## config.mk

```make
export PLATFORM = sky130hd
export DESIGN_NAME = mem_port_arbiter
export DESIGN_NICKNAME = d
export VERILOG_FILES = /design/src/rtl/mem_port_arbiter.sv
export SDC_FILE = /design/constraint.sdc
export NUM_CORES = 1
export LEC_CHECK = 0
export ABC_AREA = 1
export CORE_MARGIN = 2
export CORE_UTILIZATION = 44
export CTS_CLUSTER_DIAMETER = 120
export CTS_CLUSTER_SIZE = 8
export DETAILED_ROUTE_END_ITERATION = 10
export GPL_TIMING_DRIVEN = 0
export PLACE_DENSITY_LB_ADDON = 0.05
export SYNTH_ARGS = -nofsm -noshare
export SYNTH_HDL_FRONTEND = slang
export SYNTH_SLANG_ARGS = --single-unit
```

## constraint.sdc

```tcl
create_clock -name Clock -period 1.9 [get_ports Clock]
set_input_delay 0.285 -clock Clock [delete_from_list [all_inputs] [get_ports Clock]]
set_output_delay 0.285 -clock Clock [all_outputs]
set_load 0.02 [all_outputs]
```

## src/rtl/mem_port_arbiter.sv

```systemverilog
// mem_port_arbiter
//   Shares one single-port synchronous memory between the instruction-fetch
//   port and the data port of a processor core. One transaction is served at
//   a time. Data accesses win arbitration, but a starvation counter forces a
//   fetch grant after STARVE_LIMIT consecutive data grants made while a fetch
//   was pending. Each completed transaction produces a one-cycle Done pulse on
//   the owning port. All outputs are registered.
//
// Ports
//   Clock, Resetn            clock (rising edge), asynchronous active-low reset
//   InstrReq/InstrAddr       fetch request and address (held until InstrDone)
//   InstrIn/InstrDone        fetched word and its one-cycle completion pulse
//   ReadData/WriteData       data load/store request (held until DataDone)
//   DataAddr/DataOut         data address and store data from the core
//   DataIn/DataDone          load result and its one-cycle completion pulse
//   MemEn/MemWe              memory strobe (one cycle per access) and write enable
//   MemAddr/MemWrData        memory address and write data (held until next grant)
//   MemRdData                read data, valid MEM_LATENCY cycles after MemEn
//   ProtErr                  sticky flag: load and store requested together
module mem_port_arbiter #(
    parameter int WORD_SIZE    = 16,
    parameter int ADDR_BITS    = 16,
    parameter int MEM_LATENCY  = 2,
    parameter int STARVE_LIMIT = 4
) (
    input  logic                 Clock,
    input  logic                 Resetn,
    input  logic                 InstrReq,
    input  logic [ADDR_BITS-1:0] InstrAddr,
    output logic [WORD_SIZE-1:0] InstrIn,
    output logic                 InstrDone,
    input  logic                 ReadData,
    input  logic                 WriteData,
    input  logic [ADDR_BITS-1:0] DataAddr,
    input  logic [WORD_SIZE-1:0] DataOut,
    output logic [WORD_SIZE-1:0] DataIn,
    output logic                 DataDone,
    output logic                 MemEn,
    output logic                 MemWe,
    output logic [ADDR_BITS-1:0] MemAddr,
    output logic [WORD_SIZE-1:0] MemWrData,
    input  logic [WORD_SIZE-1:0] MemRdData,
    output logic                 ProtErr
);

    localparam int WCW = $clog2(MEM_LATENCY + 1);
    localparam int SCW = $clog2(STARVE_LIMIT + 1);
    localparam logic [WCW-1:0] LAT  = WCW'(MEM_LATENCY);
    localparam logic [SCW-1:0] SLIM = SCW'(STARVE_LIMIT);

    typedef enum logic [1:0] {
        S_IDLE  = 2'd0,
        S_ISSUE = 2'd1,
        S_WAIT  = 2'd2,
        S_RESP  = 2'd3
    } state_t;

    state_t                 state_q, state_d;
    logic                   owner_data_q, owner_data_d;   // 1: data port owns the access
    logic                   is_wr_q, is_wr_d;
    logic [WCW-1:0]         wait_q, wait_d;
    logic [SCW-1:0]         starve_q, starve_d;
    logic                   mem_en_q, mem_en_d;
    logic                   mem_we_q, mem_we_d;
    logic [ADDR_BITS-1:0]   mem_addr_q, mem_addr_d;
    logic [WORD_SIZE-1:0]   mem_wdata_q, mem_wdata_d;
    logic [WORD_SIZE-1:0]   instr_in_q, instr_in_d;
    logic [WORD_SIZE-1:0]   data_in_q, data_in_d;
    logic                   instr_done_q, instr_done_d;
    logic                   data_done_q, data_done_d;
    logic                   prot_err_q, prot_err_d;

    logic                   data_req;
    logic                   fetch_win;

    assign data_req  = ReadData | WriteData;
    // Fetch wins when it is alone, or when data has already taken its quota
    // of consecutive grants while the fetch waited.
    assign fetch_win = InstrReq & (~data_req | (starve_q == SLIM));

    always_comb begin
        state_d      = state_q;
        owner_data_d = owner_data_q;
        is_wr_d      = is_wr_q;
        wait_d       = wait_q;
        starve_d     = starve_q;
        mem_en_d     = 1'b0;
        mem_we_d     = 1'b0;
        mem_addr_d   = mem_addr_q;
        mem_wdata_d  = mem_wdata_q;
        instr_in_d   = instr_in_q;
        data_in_d    = data_in_q;
        instr_done_d = 1'b0;
        data_done_d  = 1'b0;
        prot_err_d   = prot_err_q;

        unique case (state_q)
            S_IDLE: begin
                if (ReadData && WriteData) begin
                    prot_err_d = 1'b1;
                end
                if (fetch_win) begin
                    owner_data_d = 1'b0;
                    is_wr_d      = 1'b0;
                    mem_addr_d   = InstrAddr;
                    mem_en_d     = 1'b1;
                    starve_d     = '0;
                    state_d      = S_ISSUE;
                end else if (data_req) begin
                    // A simultaneous load+store is executed as a store.
                    owner_data_d = 1'b1;
                    is_wr_d      = WriteData;
                    mem_addr_d   = DataAddr;
                    mem_en_d     = 1'b1;
                    mem_we_d     = WriteData;
                    if (WriteData) begin
                        mem_wdata_d = DataOut;
                    end
                    if (!InstrReq) begin
                        starve_d = '0;
                    end else if (starve_q != SLIM) begin
                        starve_d = starve_q + 1'b1;
                    end
                    state_d = S_ISSUE;
                end else begin
                    starve_d = '0;
                end
            end
            S_ISSUE: begin
                if (is_wr_q) begin
                    data_done_d = 1'b1;
                    state_d     = S_RESP;
                end else begin
                    wait_d  = WCW'(1);
                    state_d = S_WAIT;
                end
            end
            S_WAIT: begin
                if (wait_q == LAT) begin
                    if (owner_data_q) begin
                        data_in_d   = MemRdData;
                        data_done_d = 1'b1;
                    end else begin
                        instr_in_d   = MemRdData;
                        instr_done_d = 1'b1;
                    end
                    state_d = S_RESP;
                end else begin
                    wait_d = wait_q + 1'b1;
                end
            end
            S_RESP: begin
                state_d = S_IDLE;
            end
            default: begin
                state_d = S_IDLE;
            end
        endcase
    end

    always_ff @(posedge Clock or negedge Resetn) begin
        if (!Resetn) begin
            state_q      <= S_IDLE;
            owner_data_q <= 1'b0;
            is_wr_q      <= 1'b0;
            wait_q       <= '0;
            starve_q     <= '0;
            mem_en_q     <= 1'b0;
            mem_we_q     <= 1'b0;
            mem_addr_q   <= '0;
            mem_wdata_q  <= '0;
            instr_in_q   <= '0;
            data_in_q    <= '0;
            instr_done_q <= 1'b0;
            data_done_q  <= 1'b0;
            prot_err_q   <= 1'b0;
        end else begin
            state_q      <= state_d;
            owner_data_q <= owner_data_d;
            is_wr_q      <= is_wr_d;
            wait_q       <= wait_d;
            starve_q     <= starve_d;
            mem_en_q     <= mem_en_d;
            mem_we_q     <= mem_we_d;
            mem_addr_q   <= mem_addr_d;
            mem_wdata_q  <= mem_wdata_d;
            instr_in_q   <= instr_in_d;
            data_in_q    <= data_in_d;
            instr_done_q <= instr_done_d;
            data_done_q  <= data_done_d;
            prot_err_q   <= prot_err_d;
        end
    end

    assign InstrIn   = instr_in_q;
    assign InstrDone = instr_done_q;
    assign DataIn    = data_in_q;
    assign DataDone  = data_done_q;
    assign MemEn     = mem_en_q;
    assign MemWe     = mem_we_q;
    assign MemAddr   = mem_addr_q;
    assign MemWrData = mem_wdata_q;
    assign ProtErr   = prot_err_q;

endmodule

```

==> results.toml, run 1 <==
[clocking]
cts.sinks = 78
tritoncts = "done"
cts_buffer_depth = 2
cts_setup_buffers = 0
cts_buffers = 9
cts_root_buf = "clkbuf_8"
worstSkewPairLatency_ns = 0.34
h-tree-depth = 3
path_clk_slew_ns = 0.08

[synth]
synth_edf_count = 0
synthArstFlopShare_pct = 100
syn_area_mm2 = 0.00349
synth_area_leaders = "dfrtp_1 (56%), nand2_1 (14%), inv_1 (6.8%)"
yosysMostFrequentCell = "nand2_1"
ys_types = 25
synth_common_cells = "nand2_1 (132), dfrtp_1 (78), inv_1 (63), o21ai_0 (38), nand3_1 (33)"
syn_nets = 479
synth_cells = 404
synth_top_area_share_pct = 55.9
yosysTopAreaCell = "dfrtp_1"
yosysWarnings = 0
ys_seq_elements = 78
synthFlopType = "dfrtp_1"
yosysSeqAreaShare_pct = 55.9
avgSynthCellArea_um2 = 8.64

[cells_and_area]
diodes = 0
design_area_mm2 = 0.00521
fin_util_pct = 67.4
fillers = 663
fin_nets = 629
areaGrowthSynthToFinish_pct = 49.2
drive_above_1_share_pct = 8.05

[die]
die-area_mm2 = 0.00866
die_y_um = 93.1
io_pins = 138
num_rows = 32
die_x_um = 93.1
core_mm2 = 0.00773
start_util_pct = 45.2

[drt]
vias = 3082
wl_met3_um = 487
ant_nets = 0
wl_met2_um = 4130
met1_length_um = 3560
drt-vias-per-instance = 4.66
routed.top_layer = "met4"
initialDrtViolationCount = 97
first_pass_iters = 4
wire_per_inst_um = 12.5
drc = 0
routed_wl_um = 8280

[place]
io_buffers = 137
place_hpwl_um = 6220
post_dp_cell_area_mm2 = 0.00502
routabilityCongestion = 0.794

[flow_run]
drv_cap = 0

[setup_path]
crit_family = "buffers and inverters"
startpoint_type = "flip-flop"
crit_slowest_cell = "dfrtp_1"
path_cells = "inv_1, ha_1, buf_2, inv_1, a21oi_4, inv_2, buf_2, nand2_1, nand2_1"
crit_required_ns = 2.14
crit_type = "flip-flop to flip-flop"
cp_max_fo = 10
worst_ep_arrival_time_ns = 1.90
worstSetupEndpointType = "flip-flop"
crit_buf_inv = 5
slowest_delay_ns = 0.43

[global_route]
grt_pass1_vias = 3032
grt.overflow.total = 0
grt_max_degree = 49
antenna_found_initial = 0
grt_pass1_wl_um = 14000
grt_usage_pct = 20.6

[timing]
min_period_ns = 1.67
final.setup.tns_ns = 0
hold_violations = 0
holdWs_ns = 0.405
worstMarginPinSlew_ns = 0.464
finClkSkew_ns = 0.00803
final-setup-viol-count = 0
relSlewSlack_pct = 69.1
min_period_over_period_pct = 87.7
slew_viol_final = 0
max_freq_ghz = 0.600
rsz0062_at_grt = "no"

[outcome]
outcome = "complete, no violations"

[power_and_ir_drop]
peakVddDrop_v = 0.000700
total_leakage_power_nw = 2.66
power_density_mw_per_mm2 = 1500

[hold_path]
hold_path_class = "input pin to async pin"
layout by cell type, fill, tap and decap left out:
cell type          n
clkbuf_2           6
clkbuf_1           1
xor2_1             1
buf_6              3
inv_2              1
dlygate4sd3_1      1
a31o_2             1
clkinvlp_4         2
inv_6              1
o21ai_4            1
buf_1              3
buf_2              8
a21oi_4            1
nand3_4            1
inv_1             63
o211ai_1           1
clkbuf_8          10
or2_2              2
nand3_1           33
clkinv_2           2
nor2_4             1
a21oi_1            2
o21ai_0           38
nand3_2            1
nor2_1             1
dfrtp_1           78
buf_12             1
ha_1               6
buf_16             1
nand2_1          132
nand4_1           18
nand2_4            1
buf_4              1
clkdlybuf4s50_1  136
power breakdown:
group	leakage, nW	total, W	internal, W	switching [W]
logic	1.67	0.00389	0.00181	0.00208
clock network	0.0857	0.00110	0.000510	0.000591
registers	0.901	0.00282	0.00240	0.000416
total	2.66	0.00781	0.00472	0.00309
cell families (layout without fill, tap and decap cells):
logic type / Yosys count / after routing / share of synthesized area, %
AND/OR/NAND/NOR: 190 / 190 / 24.0
AO/OA/AOI/OAI: 44 / 44 / 7.13
buffers and inverters: 85 / 240 / 10.5
adder cells (fa/ha/maj): 6 / 6 / 2.15
flip-flops: 78 / 78 / 55.9
XOR/XNOR: 1 / 1 / 0.251
path summary, 6_finish.rpt:
check                              start       endpoint  slack [ns]  cells after the start
max reg2reg                   state_q[0]     MemAddr[6]        0.23                      9
min in group Clock         MemWrData[12]  MemWrData[12]        0.47                      2
min                               Resetn      DataIn[6]        0.40                      2
max                           state_q[0]     MemAddr[6]        0.23                      9
max in group asynchronous         Resetn     MemAddr[9]        0.93                      3
min reg2reg                MemWrData[12]  MemWrData[12]        0.47                      2
final cells by class:
cell class | instances | area, µm² | share of cell area [%]
Inverter | 64 | 240 | 4.61
Sequential cell | 78 | 1950 | 37.5
Timing Repair Buffer | 139 | 1410 | 27.0
Tap cell | 102 | 128 | 2.45
Clock inverter | 5 | 33.8 | 0.649
Multi-Input combinational cell | 241 | 1170 | 22.5
Buffer | 21 | 135 | 2.59
Clock buffer | 11 | 141 | 2.71
registers in the layout, summed over array words and instances (netlist names):
register and cells:
DataIn 16, InstrIn 16, MemAddr 16, MemWrData 16, starve_q 3, state_q 2
wait_q 2, DataDone 1, InstrDone 1, MemEn 1, MemWe 1, ProtErr 1
is_wr_q 1, owner_data_q 1
worst register-to-register path: cells and delay by family, from the launching register on:
family | cells | cell delay, ns
buf+inv | 5 | 0.71
flops | 1 | 0.43
fa+ha+maj | 1 | 0.15
compound gates | 1 | 0.15
simple gates | 2 | 0.13
metrics by stage:
step                      setup slack, ns  instances  power [W]
after global placement              -2.18        643    0.00667
after global routing               0.0769        661    0.00837
after detailed placement           0.0760        644    0.00678
after CTS                           0.100        661    0.00790
final                               0.235        661    0.00781
after floorplan                     0.449        404    0.00489
repair_timing:
action | in CTS | in global routing
hold buffers | 1 | 0
setup endpoints to repair | 0 | 27
hold endpoints to repair | 30 | 0
resized for setup | 0 | 12
per-layer routing:
layer  vias up  global-route usage (%)
met5         -                       0
met4         0                    8.33
met3        10                    4.75
met2        89                    34.9
met1      1425                    25.4
li1       1558                       -
Note: power is estimated with default switching activity, not from simulation.
==> run 2: changes to the inputs <==
- CTS_BUF_LIST: unset -> sky130_fd_sc_hd__clkbuf_16
==> results.toml, run 2 (same netlist as run 1, synthesis figures left out) <==
[clocking]
cts_buffer_depth = 2
cts_buffers = 9
worstSkewPairLatency_ns = 0.32
h-tree-depth = 3
tritoncts = "done"
cts_root_buf = "clkbuf_16"
path_clk_slew_ns = 0.06
cts.sinks = 78

[flow_run]
drv_cap = 0

[place]
io_buffers = 137
post_dp_cell_area_mm2 = 0.00502
routabilityCongestion = 0.794
place_hpwl_um = 6220
post-place-ws_ns = 0.0760

[setup_path]
cp_max_fo = 10
reg2reg_setup_slack_ns = 0.24
worstSetupEndpointType = "flip-flop"
worst_ep_arrival_time_ns = 1.88
crit_required_ns = 2.11
startpoint_type = "flip-flop"
crit_type = "flip-flop to flip-flop"

[power_and_ir_drop]
power_density_mw_per_mm2 = 1550
power_w = 0.00824
peakVddDrop_v = 0.000796
total_leakage_power_nw = 2.70

[cells_and_area]
design_area_mm2 = 0.00530
areaGrowthSynthToFinish_pct = 51.8
diodes = 0
fin_nets = 629
drive_above_1_share_pct = 7.87
layout_common_cells = "clkdlybuf4s50_1 (136), nand2_1 (132), dfrtp_1 (78)"
fillers = 652
final_common_cell = "clkdlybuf4s50_1"
fin_util_pct = 68.6

[timing]
worstMarginPinSlew_ns = 0.483
slew_viol_final = 0
final.setup.tns_ns = 0
min_period_over_period_pct = 87.5
setup_ws_ns = 0.237
relSlewSlack_pct = 67.8
hold_violations = 0
min_period_ns = 1.66
rsz0062_at_grt = "no"
finClkSkew_ns = 0.00677
max_freq_ghz = 0.601
final-setup-viol-count = 0

[global_route]
grt_pass1_vias = 3032
grt.overflow.total = 0
grt_pass1_wl_um = 14200
antenna_found_initial = 0
grt_max_degree = 49
grt_usage_pct = 20.7

[die]
die_x_um = 93.1
core_mm2 = 0.00773
num_rows = 32
die_y_um = 93.1
io_pins = 138
start_util_pct = 45.2
die-area_mm2 = 0.00866

[drt]
wire_per_inst_um = 12.6
drt-vias-per-instance = 4.65
first_pass_iters = 4
drc = 0
routed_wl_um = 8350
vias = 3076
ant_nets = 0
initialDrtViolationCount = 93

[hold_path]
hold_path_class = "input pin to async pin"

[outcome]
outcome = "complete, no violations"
run 2: path summary, 6_finish.rpt:
| kind | startpoint | endpoint | depth (start not counted) |
|---|---|---|---|
| max reg2reg | state_q[0] | MemAddr[6] | 9 |
| min reg2reg | MemWrData[12] | MemWrData[12] | 2 |
| max | state_q[0] | MemAddr[6] | 9 |
| min in group Clock | MemWrData[12] | MemWrData[12] | 2 |
| max in group asynchronous | Resetn | InstrIn[15] | 3 |
| min | Resetn | DataIn[6] | 2 |
run 2: timing repair:
item | in CTS | in global routing
endpoints found under the hold margin | 30 | 0
hold buffers | 1 | 0
gates resized for setup | 0 | 12
setup buffers | 0 | 0
setup endpoints to repair | 0 | 28
run 2: area by class of cell:
type	instances	area [µm²]	share of cell area (%)
flip-flops and latches	78	1950	36.8
repair buffers	139	1410	26.5
multi-input cells	241	1170	22.1
inverters	64	240	4.53
clock buffers	9	225	4.25
plain buffers	21	135	2.55
well taps	102	128	2.41
clock inverters	7	41.3	0.779
run 2: stage by stage:
step	instances	hold WS, ns
after floorplan	404	-0.0106
after global placement	643	0.452
after detailed placement	644	0.241
after CTS	661	0.439
after global routing	661	0.481
final	661	0.432
run 2: routing by layer:
| metal | wire length, µm | global-route usage [%] | up-vias |
|---|---|---|---|
| met5 | 0 | 0 | - |
| met4 | 76 | 5.64 | 0 |
| met3 | 498 | 5.48 | 6 |
| met2 | 4120 | 35.7 | 89 |
| met1 | 3650 | 25.7 | 1418 |
| li1 | - | - | 1563 |
run 2: worst max-delay path, stage by stage, from the launching register on:
cell and delay [ns]:
dfrtp_1 0.42, inv_1 0.10, ha_1 0.15, buf_2 0.19, inv_1 0.12, a21oi_4 0.15
inv_2 0.10, buf_2 0.20, nand2_1 0.08, nand2_1 0.05
run 2: where the power goes:
part	internal, W	switching, W	total, W
Sequential	0.00241	0.000413	0.00282
Combinational	0.00181	0.00209	0.00391
Clock	0.000873	0.000638	0.00151
